## config.mk

```make
export PLATFORM = sky130hd
export DESIGN_NAME = serial_digit_adder
export DESIGN_NICKNAME = d
export VERILOG_FILES = /design/src/rtl/serial_digit_adder_pkg.sv /design/src/rtl/serial_digit_adder_ripple.sv /design/src/rtl/serial_digit_adder.sv
export SDC_FILE = /design/constraint.sdc
export NUM_CORES = 1
export LEC_CHECK = 0
export ABC_AREA = 0
export CORE_MARGIN = 5
export CORE_UTILIZATION = 48
export DETAILED_ROUTE_END_ITERATION = 10
export PLACE_DENSITY = 0.76
export SLEW_MARGIN = 20
export SYNTH_ARGS = -nofsm -noshare
export SYNTH_HDL_FRONTEND = slang
export SYNTH_SLANG_ARGS = --single-unit
export TNS_END_PERCENT = 30
```

## constraint.sdc

```tcl
create_clock -name Clk -period 4.2 [get_ports Clk]
set_input_delay 0.84 -clock Clk [delete_from_list [all_inputs] [get_ports Clk]]
set_output_delay 0.84 -clock Clk [all_outputs]
set_load 0.03 [all_outputs]
```

## src/rtl/serial_digit_adder_pkg.sv

```systemverilog
// Shared types and helpers for serial_digit_adder.
package serial_digit_adder_pkg;

  typedef enum logic [1:0] {
    ST_IDLE = 2'd0,
    ST_RUN  = 2'd1,
    ST_DONE = 2'd2
  } state_t;

  // Digit counter width: clog2(ndig), at least one bit.
  function automatic int cnt_width(input int ndig);
    return (ndig > 1) ? $clog2(ndig) : 1;
  endfunction

endpackage

```

## src/rtl/serial_digit_adder_ripple.sv

```systemverilog
// digit_ripple_adder: combinational DIGIT-bit ripple chain of full-adder cells.
// CMsb is the carry into the top bit, used for signed-overflow detection.
module digit_ripple_adder #(
  parameter int DIGIT = 4
) (
  input  logic [DIGIT-1:0] A,
  input  logic [DIGIT-1:0] B,
  input  logic             Cin,
  output logic [DIGIT-1:0] Sum,
  output logic             Cout,
  output logic             CMsb
);

  logic [DIGIT:0] w_c;

  assign w_c[0] = Cin;

  for (genvar i = 0; i < DIGIT; i++) begin : g_fa
    assign Sum[i]     = A[i] ^ B[i] ^ w_c[i];
    assign w_c[i + 1] = (A[i] & B[i]) | (w_c[i] & (A[i] ^ B[i]));
  end

  assign Cout = w_c[DIGIT];
  assign CMsb = w_c[DIGIT-1];

endmodule

```

## src/rtl/serial_digit_adder.sv

```systemverilog
// serial_digit_adder: WIDTH-bit add/subtract, DIGIT bits per clock, valid/ready on both sides.
// Define SERIAL_DIGIT_ADDER_FLAGS_EN to enable the Overflow/Zero flags (tied to 0 otherwise).
module serial_digit_adder
  import serial_digit_adder_pkg::*;
#(
  parameter int WIDTH = 32,
  parameter int DIGIT = 4
) (
  input  logic             Clk,
  input  logic             Reset,
  input  logic             InValid,
  output logic             InReady,
  input  logic [WIDTH-1:0] A,
  input  logic [WIDTH-1:0] B,
  input  logic             Sub,
  input  logic             Cin,
  output logic             OutValid,
  input  logic             OutReady,
  output logic [WIDTH-1:0] Sum,
  output logic             Cout,
  output logic             Overflow,
  output logic             Zero
);

  localparam int NDIG = WIDTH / DIGIT;
  localparam int CW   = cnt_width(NDIG);
  localparam logic [CW-1:0] LAST = CW'(NDIG - 1);

  state_t r_state, w_next;

  logic [WIDTH-1:0]       r_a, r_b, r_sum;
  logic                   r_carry, r_cout;
  logic [CW-1:0]          r_cnt;
  logic [DIGIT-1:0]       w_dsum;
  logic                   w_dcout, w_dcmsb, w_last;
  logic [WIDTH+DIGIT-1:0] w_cat;

  digit_ripple_adder #(.DIGIT(DIGIT)) u_adder (
    .A    (r_a[DIGIT-1:0]),
    .B    (r_b[DIGIT-1:0]),
    .Cin  (r_carry),
    .Sum  (w_dsum),
    .Cout (w_dcout),
    .CMsb (w_dcmsb)
  );

  assign w_last = (r_cnt == LAST);
  // Upper WIDTH bits of {digit, sum} = sum shifted right with the new digit at the MSB end.
  assign w_cat  = {w_dsum, r_sum};

  always_ff @(posedge Clk or posedge Reset) begin
    if (Reset) r_state <= ST_IDLE;
    else       r_state <= w_next;
  end

  always_comb begin
    w_next   = r_state;
    InReady  = 1'b0;
    OutValid = 1'b0;
    case (r_state)
      ST_IDLE: begin
        InReady = 1'b1;
        if (InValid) w_next = ST_RUN;
      end
      ST_RUN: begin
        if (w_last) w_next = ST_DONE;
      end
      ST_DONE: begin
        OutValid = 1'b1;
        if (OutReady) w_next = ST_IDLE;
      end
      default: w_next = ST_IDLE;
    endcase
  end

`ifdef SERIAL_DIGIT_ADDER_FLAGS_EN
  logic r_ovf;
`endif

  always_ff @(posedge Clk or posedge Reset) begin
    if (Reset) begin
      r_a     <= '0;
      r_b     <= '0;
      r_sum   <= '0;
      r_carry <= 1'b0;
      r_cout  <= 1'b0;
      r_cnt   <= '0;
`ifdef SERIAL_DIGIT_ADDER_FLAGS_EN
      r_ovf   <= 1'b0;
`endif
    end else begin
      case (r_state)
        ST_IDLE: begin
          if (InValid) begin
            r_a     <= A;
            r_b     <= B ^ {WIDTH{Sub}};
            r_carry <= Sub | Cin;
            r_cnt   <= '0;
          end
        end
        ST_RUN: begin
          r_a     <= r_a >> DIGIT;
          r_b     <= r_b >> DIGIT;
          r_sum   <= w_cat[WIDTH+DIGIT-1:DIGIT];
          r_carry <= w_dcout;
          r_cnt   <= r_cnt + CW'(1);
          if (w_last) begin
            r_cout <= w_dcout;
`ifdef SERIAL_DIGIT_ADDER_FLAGS_EN
            r_ovf  <= w_dcmsb ^ w_dcout;
`endif
          end
        end
        default: ;
      endcase
    end
  end

  assign Sum  = r_sum;
  assign Cout = r_cout;

`ifdef SERIAL_DIGIT_ADDER_FLAGS_EN
  assign Overflow = r_ovf;
  assign Zero     = (r_state == ST_DONE) && (r_sum == '0);
`else
  logic w_unused_cmsb;
  assign w_unused_cmsb = w_dcmsb;
  assign Overflow      = 1'b0;
  assign Zero          = 1'b0;
`endif

endmodule

```

==> impl_results.md <==
- Drt total wl: roughly 12,000 microns
- Power Density: 632.6 nW/um^2
- Yosys Warn Count: 0
- DIE WIDTH: roughly 110 microns
- Post-CTS Resized: 0
- Worst EP required: 3.36 ns
- Slew Limit Fails: 0
- Vias: 4,241
- Fin crit period: 2.784 ns
- Clk_skew: roughly 0.0099 ns
- WL/cell: about 16 microns
- CTS Sinks: about 100
- Hold Fails Final Rpt: 0
- Post-synth EDFFs: 0
- Port-buffer cells: roughly 100
- TritonCTS Buffers: 9
- Final setup vio count: 0
- Met2 usage: a little under 30%
- Ant diodes: 0
- Fin crit share: between 60% and 70%
- DR vias/cell: 5.625
- Buf/Inv on CP: 2
- Yosys top cell area share: about half
- Synthesized area: between 5000 and 6000 sq um
- Footprint of the multi-input gates: 2231 sq um
- Share of cells above drive strength 1: between 5 and 6%
- Async set or reset register ratio after synthesis: 100.0%
- Post-Synthesis Cells: 537
- Post-synth top cells: nand2_1 (104), dfrtp_1 (103), o21ai_0 (41)
- CP endpoint kind: primary output
- CP max FO: 27
- Most numerous cell in the Yosys netlist: nand2_1
- Synth unique cells: 30
- Hold_sp: Sum[0]
- Synth Area per Inst: approximately 9.6 sq um
- Leak: roughly 0.0028 uW
- Pin count of the biggest net entering global routing: 72
- Yosys reg bits: just over 100
- R2R Path Start: r_state[1]
- Crit path cell chain: nand2b_1 -> inv_1 -> clkdlybuf4s50_1
- Die area: about 13,000 sq um
- Vias in the first global route: ~4,000
- Clk root buf: clkbuf_8
- Top post-synthesis cells by area: dfrtp_1 (50%), nand2_1 (7.6%), a221o_1 (5.0%)
- Busiest grt layer: met2
- Fillcell total: 875
- Hold-fix buffers, CTS: 0
- CP arrival: between 1.5 and 2 ns
- CTS tree: done
- Met1 GRT Util: a little over a quarter
- Crit-path slowest cell: dfrtp_2
- HPWL after detailed placement: approximately 8000 microns
- Grt ovf: 0
- Dpl ws: approximately 1.6 ns
- DRC Markers: 0
- Routed Antenna Nets: 0
- Initial DRC count: between 300 and 400
- Nets: approximately 690
- Setup TNS: 0 ns
- Total Power: a little over 4000 uW
- Antenna violations before repair: 0
- Core area: roughly 10,000 sq um
- Pre-Repair DR Iteration Count: 4
- Starting Density: 49.54%
- Gr usage total: about a fifth
- Final hold slack: ~0.49 ns
- Maxcap violations: 0
- Least-Margin Pin Slew: between 0.9 and 1 ns
- VDD IR max: 0.0003708 V
- M3 GR Usage: approximately 4.2%
- Hold Path Class: reg -> reg
- RSZ-0062 raised after global routing: no
- Worst setup SP type: flop
- Final core occ: ~61%
- Synthesis-to-layout area growth: 23.74%
- Gpl congestion: between 0.7 and 0.8
- Setup ws final: 1.416 ns
- First-pass GRT wire length: about 20,000 microns
- Post-synth top flop: dfrtp_1
- Outcome: finished, final reports clean
- Max incr delay on CP: around 0.68 ns
- Worst relative slew slack: around two fifths
- Seq/Total Area, Yosys: between 40 and 50%
- Cell row count: 37
- Max Root-Sink Buffers: 2
- Critical Path Start: r_state[1]
- Register Area: between 2000 and 3000 sq um
- Chip height: ~110 microns
- CP top delay family: buffers and inverters
- H-tree levels: 3
- Fmax: roughly 360 MHz
- Synth area leader: dfrtp_1
- Io pins: 107
- Worst Setup Path Type: reg -> out
- Clock latency on the worst-skew pair: approximately 0.37 ns
- Postcts setup bufs: 0
- Clock-pin slew on the worst setup and hold paths: ~0.11 ns
==> area by class of cell <==
cell class / count / area share, %
Sequential cell: 103 / 40.41
Multi-Input combinational cell: 354 / 34.94
Clock inverter: 6 / 0.8622
Inverter: 32 / 1.920
Clock buffer: 10 / 1.999
Tap cell: 136 / 2.665
Timing Repair Buffer: 113 / 17.21
==> worst min-delay path: stages (launching register included) <==
cell and delay (ns):
dfrtp_1 0.36, nand2_1 0.05, nand2_1 0.05
==> sequential cells by signal (all words and copies together) (netlist names) <==
name,cells
Sum,32
r_a,32
r_b,32
r_cnt,3
r_state,2
Cout,1
r_carry,1
==> power by group <==
group / internal (uW) / switching, uW
combinational: 743 / 998
clock: 226 / 354
sequential: 1380 / 341
==> worst paths after layout <==
check,end,slack (ns),cells after the start
setup reg to reg,r_b[6],1.56,4
setup / recovery,OutValid,1.42,3
hold reg to reg,Sum[0],0.49,2
min in group asynchronous,r_a[26],1.02,2
hold / removal,Sum[0],0.49,2
max in group asynchronous,Sum[8],2.40,3
==> kinds of logic after synthesis <==
logic type	count (synthesis)	synth area share [%]
compound gates	165	22.45
xor+xnor	32	5.432
fa+ha+maj	6	2.037
buf+inv	81	7.080
flops	103	49.95
mux	1	0.1940
other cells	1	0.07268
simple gates	148	12.78
==> per-layer routing <==
| metal | vias up | routed length, microns | share of wire (%) |
|---|---|---|---|
| met4 | 0 | 181 | 1.5 |
| met3 | 13 | 672 | 5.5 |
| met2 | 128 | 5847 | 48 |
| li1 | 2007 | - | - |
| met5 | - | 0 | 0 |
| met1 | 2093 | 5583 | 45 |
==> through the flow <==
stage / instances / area, sq um
finish: 754 / 6385
global route: 754 / 6385
CTS: 754 / 6385
detailed placement: 738 / 6202
global placement: 738 / 6202
floorplan: 538 / 5164
==> placed cells by master, fill, tap and decap left out, types with 6 or more instances in the layout <==
cell type / count
dfrtp_1: 101
o32ai_1: 24
nor2b_1: 33
clkbuf_8: 9
inv_1: 31
xor2_1: 6
a22oi_1: 30
a221o_1: 26
buf_4: 9
clkdlybuf4s50_1: 102
xnor2_1: 26
nand2_1: 104
o21ai_0: 41
a21oi_1: 33
No activity file was read; power rests on OpenSTA's default activity.
